## src/rtl/data_memory.sv

```systemverilog
// Word-organised data memory for the MEM stage: synchronous write, same-cycle read.
// Byte addresses are rebased on BASE_ADDR and converted to word indices; reset clears every word.
module data_memory #(
   parameter int          WORD_COUNT = 64,
   parameter logic [31:0] BASE_ADDR  = 32'd1024
) (
   input  logic        clk,
   input  logic        rst,
   input  logic        memWrite,
   input  logic        memRead,
   input  logic [31:0] Address,
   input  logic [31:0] writeData,
   output logic [31:0] readData
);

   localparam int IDX_W = (WORD_COUNT > 1) ? $clog2(WORD_COUNT) : 1;

   logic [31:0]           word_index;
   logic                  in_range;
   logic                  write_en;
   logic                  read_en;
   logic [WORD_COUNT-1:0] wr_sel;
   logic [31:0]           mem_reg [WORD_COUNT];

   // Addresses below BASE_ADDR wrap to huge indices and so fall out of range.
   assign word_index = (Address - BASE_ADDR) >> 2;
   assign in_range   = (word_index < 32'(WORD_COUNT));
   assign write_en   = memWrite && in_range;
   assign read_en    = memRead && in_range;

   genvar gi;
   generate
      for (gi = 0; gi < WORD_COUNT; gi++) begin : g_wr_sel
         assign wr_sel[gi] = write_en && (word_index == 32'(gi));
      end
   endgenerate

   // Reset has priority, so a write in a reset cycle is dropped.
   always_ff @(posedge clk) begin
      if (!rst) begin
         for (int i = 0; i < WORD_COUNT; i++) begin
            mem_reg[i] <= '0;
         end
      end else begin
         for (int i = 0; i < WORD_COUNT; i++) begin
            if (wr_sel[i]) begin
               mem_reg[i] <= writeData;
            end
         end
      end
   end

   always_comb begin
      readData = '0;
      if (read_en) begin
         readData = mem_reg[word_index[IDX_W-1:0]];
      end
   end

endmodule

```

## config.mk

```make
export PLATFORM = sky130hd
export DESIGN_NAME = data_memory
export DESIGN_NICKNAME = d
export VERILOG_FILES = /design/src/rtl/data_memory.sv
export SDC_FILE = /design/constraint.sdc
export NUM_CORES = 2
export LEC_CHECK = 0
export CORE_MARGIN = 2
export CORE_UTILIZATION = 56
export CTS_CLUSTER_SIZE = 28
export DETAILED_ROUTE_END_ITERATION = 8
export GPL_ROUTABILITY_DRIVEN = 0
export PLACE_DENSITY_LB_ADDON = 0.2
export SLEW_MARGIN = 20
export SYNTH_ARGS = -nofsm -noshare
export SYNTH_HDL_FRONTEND = slang
export SYNTH_SLANG_ARGS = --single-unit
```

## constraint.sdc

```tcl
create_clock -name clk -period 5.87 [get_ports clk]
set_clock_uncertainty 0.2 [all_clocks]
set_input_delay 0.8805 -clock clk [delete_from_list [all_inputs] [get_ports clk]]
set_output_delay 0.8805 -clock clk [all_outputs]
set_load 0.02 [all_outputs]
```

After elaboration in Yosys (flattened, before gate mapping). Memory sizes are Yosys's and may differ from the RTL's. Index checks and enable logic that the tools add are counted.

Register bits: 0. Output and inout bits: 32. Input bits: 68. Memories: 1. Bits in latches: 0. Memory bits (read-only): 0. RAM bits: 2048.

Memories: mem_reg (words 64, bits a word 32, read ports 1, clocked after Yosys merged registers in 0, wr ports 64, line 23) `logic [31:0] mem_reg [WORD_COUNT];`.

Magnitude comparators: 1. Reduce and logical (&&, ||, !) cells: 67. Add/sub/neg operators: 1. Mux-type cells: 258. Equality and inequality tests: 63. $mul: 0. Shifts and indexed selects: 0. Bitwise gates (word level): 64. Divide/modulo/power cells: 0.

Operator list (number): $mux W32 (65); $eq A30 B6 Y1 const B (32); $eq A30 B5 Y1 const B (16); $eq A30 B4 Y1 const B (8); $mux W1 (193); $eq A30 B3 Y1 const B (4); $logic_and A1 B1 Y1 (66); $or A1 B1 Y1 (64); $eq A30 B2 Y1 const B (2); $logic_not A32 Y1 (1); $sub A32 B11 Y32 const B (1); $eq A30 B1 Y1 const B (1); $lt A30 B7 Y1 const B (1).

Depth between registers and ports, before layout.
Depth after elaboration: 8. Depth in mapped cells: 10.

Worst setup path after synthesis. Ideal clock, no wire load.

Kind: input -> register. From: input port Address[3]. To: memory mem_reg[35][0], enable pin. Arrival: 4.473 ns. Setup time: 0.470 ns. Stages on the path: 7. Setup slack: 0.727 ns. Data required time: 5.200 ns. Path through: buf_2 -> buf_4 -> buf_2 -> buf_2 -> nand4_1 -> buf_2 -> o31ai_1.

RTL lines: start, declared (line 11) `input logic [31:0] Address,`; end, declared (line 23).

Final worst setup path.
From: input port Address[5]. To: output port readData[31].

Longest elaborated chain between the ends: 4.

Ends and longest elaborated chain: $sub A32 B11 Y32 * (line 26) `assign word_index = (Address - BASE_ADDR) >> 2;`; $lt A30 B7 Y1 (line 27) `assign in_range = (word_index < 32'(WORD_COUNT));`; $logic_and A1 B1 Y1 (line 29) `assign read_en = memRead && in_range;`; $mux W32 * (line 55) `if (read_en) begin`; end, declared (line 13) `output logic [31:0] readData`.

Mark *: on every way between the ends. The rest lies on a longest branch, timed or not.

==> run metrics <==
CTS tree=yes; max incr delay on CP=0.94 ns; synth unique cells=34; root buf cell=clkbuf_16; Synth area leaders=edfxtp_1, mux4_2, nor2_1; final setup fails=1; post-DR wirelength/cell=~33 microns; HP Start=rst; DRC=0; Seq cells post-synth=approximately 2000; first-pass GRT wire length=355.4 mm; WHS=between 0.6 and 0.7 ns; Core ar.=149600 sq um; critical path peak fanout=13; Placed Cells=~7300; I/O Buffers=97; pre-CTS setup slack=-0.1771 ns; Routed WL=around 250 mm; HPWL after detailed placement=roughly 150 mm; Synth area leader=edfxtp_1; ys flop type=edfxtp_1; highest-delay cell along the critical path=clkdlybuf4s50_1; leading cell types by count after synthesis=edfxtp_1, nor2_1, mux2_2, mux4_2, clkbuf_1; worst setup path start=Address[5]; syn_nets=~5300; leakage power=roughly 31 nW; die area=around 150000 sq um; critical path launch point type=primary input; Sink Count=2048; Max Freq=around 0.17 GHz; die height=391.7 microns; initial antenna violation count=13; critical path, cell by cell=clkdlybuf4s50_1 -> nand2_4 -> buf_4 -> a211oi_1 -> a2111oi_1 -> clkdlybuf4s18_2 -> buf_4 -> nor4_1 -> o22ai_1 -> buf_4; Filler Cell Count=10640; Peak VDD IR=roughly 0.26 mV; overall routing resource usage=32.87%; Ports=100; critical path endpoint category=primary output; Initial DRT Pass Iterations=6; share of cells above drive strength 1=between 20% and 30%; most common cell in the netlist=edfxtp_1; Post-synth ARST share=0%; Die W=391.7 microns; HP Class=primary input to register; most used cell, CP=buf_4; post-synthesis sequential area ratio=about 73%; via count=approximately 51000; outcome=finished, violations left; Fin. Hold Viols=0; detailed router's first-iteration violation count=about 7000; Worst Setup Slack, final=-0.1483 ns; Mapped Avg Cell Area=~16 sq um; Rel. slew slack=between 10% and 20%; remaining antenna violation count=0; Core Rows=approximately 140; CP required=4.79 ns; vias in the first global route=between 50000 and 60000; max reg flops=about 2000; Syn Inst Count=5228; vias per cell=between 6 and 7; Non-Filler Instances=about 7700; Area growth syn-to-layout=14.26%; Nets=~5600; Min-Delay Path Depth=2; number of max-cap violations=0; Core Util, Final=about 64%; total of warnings raised by yosys=0; TritonCTS buffer count=roughly 200; # H-tree levels=4; Final Max Slew Viols=0; largest net degree at the start of global routing=just over 80; Mapped Area=84170 sq um; number of synthesized flops with an enable pin=just over 2000; clock buffer depth=3; worst-margin pin slew=around 1.2 ns; worst setup path category=primary input to primary output; crit path DAT=around 4.9 ns; PwrDens=about 330 nW/um^2; violations in the final reports=negative setup slack; Initial Util=between 50% and 60%; Final min period=between 6 and 7 ns; Reg clk slew, reported paths=roughly 0.060 ns; hold buffers post-CTS=0; RSZ-0062 raised after global routing=false; area fraction of the dominant cell type after synthesis=around three quarters; gr ovfl total=0; fin crit share=102.5%
## stage by stage
step	setup TNS, ns	power, mW	instance area [sq um]
floorplan	0	18.94	84170
global placement	-0.7325	20.02	89930
detailed placement	-0.1771	20.12	89960
CTS	0	32.20	96150
global route	0	32.95	96170
finish	-0.1483	32.18	96180
## worst max-delay path, delay by kind of cell
family	cells	cell delay (ns)
AO/OA/AOI/OAI	3	0.77
buffers and inverters	5	2.00
AND/OR/NAND/NOR	2	1.23
## cell type report
type                       instances  area (sq um)  share of cell area (%)
antenna                            2         5.005                0.005204
tap                             2016          2522                   2.623
multi-input combinational       2714         21450                   22.30
clock buffer                     262          5301                   5.512
clock inverter                   101         859.6                  0.8937
timing repair buffer             484          4420                   4.596
sequential                      2048         61500                   63.94
inverter                          33         123.9                  0.1288
## cell usage in the layout, fill, tap and decap left out, types with 96 or more instances in the layout
master / instances
a211oi_1: 192
a22o_1: 96
buf_4: 362
clkbuf_16: 203
edfxtp_1: 2048
mux2_2: 256
mux2i_1: 128
mux4_2: 256
nand2_1: 128
nor2_1: 1091
nor2b_1: 132
o22ai_1: 158
## power by group
part	total, mW	internal [mW]	leakage (nW)	switching, mW
logic	2.60	0.969	8.49	1.63
registers	17.3	17.1	19.6	0.216
clock network	12.3	6.84	3.01	5.47
total	32.2	24.9	31.1	7.31
## path summary, 6_finish.rpt
path | end | slack (ns)
max | readData[31] | -0.15
min | mem_reg[9][9]$_SDFFCE_PN0P_ | 0.64
## metal layers
layer	global-route usage [%]	vias up	wire [microns]
met3	10.72	619	35400
li1	-	20720	-
met2	49.09	3523	111400
met4	12.73	10	10430
met5	0	-	58
met1	45.23	26010	92500
## cell families after synthesis
| kind of cell | Yosys count | share of synthesized area (%) |
|---|---|---|
| buffers and inverters | 466 | 2.435 |
| muxes | 640 | 11.80 |
| and+or+nand+nor | 1444 | 7.104 |
| AOI/OAI and AO/OA | 630 | 5.604 |
| DFF | 2048 | 73.06 |
## repair_timing
action	CTS	global route
buffers inserted	0	0
gates resized for setup	5	3
endpoints found under the setup margin	3	3
No activity file was read; power rests on OpenSTA's default activity.
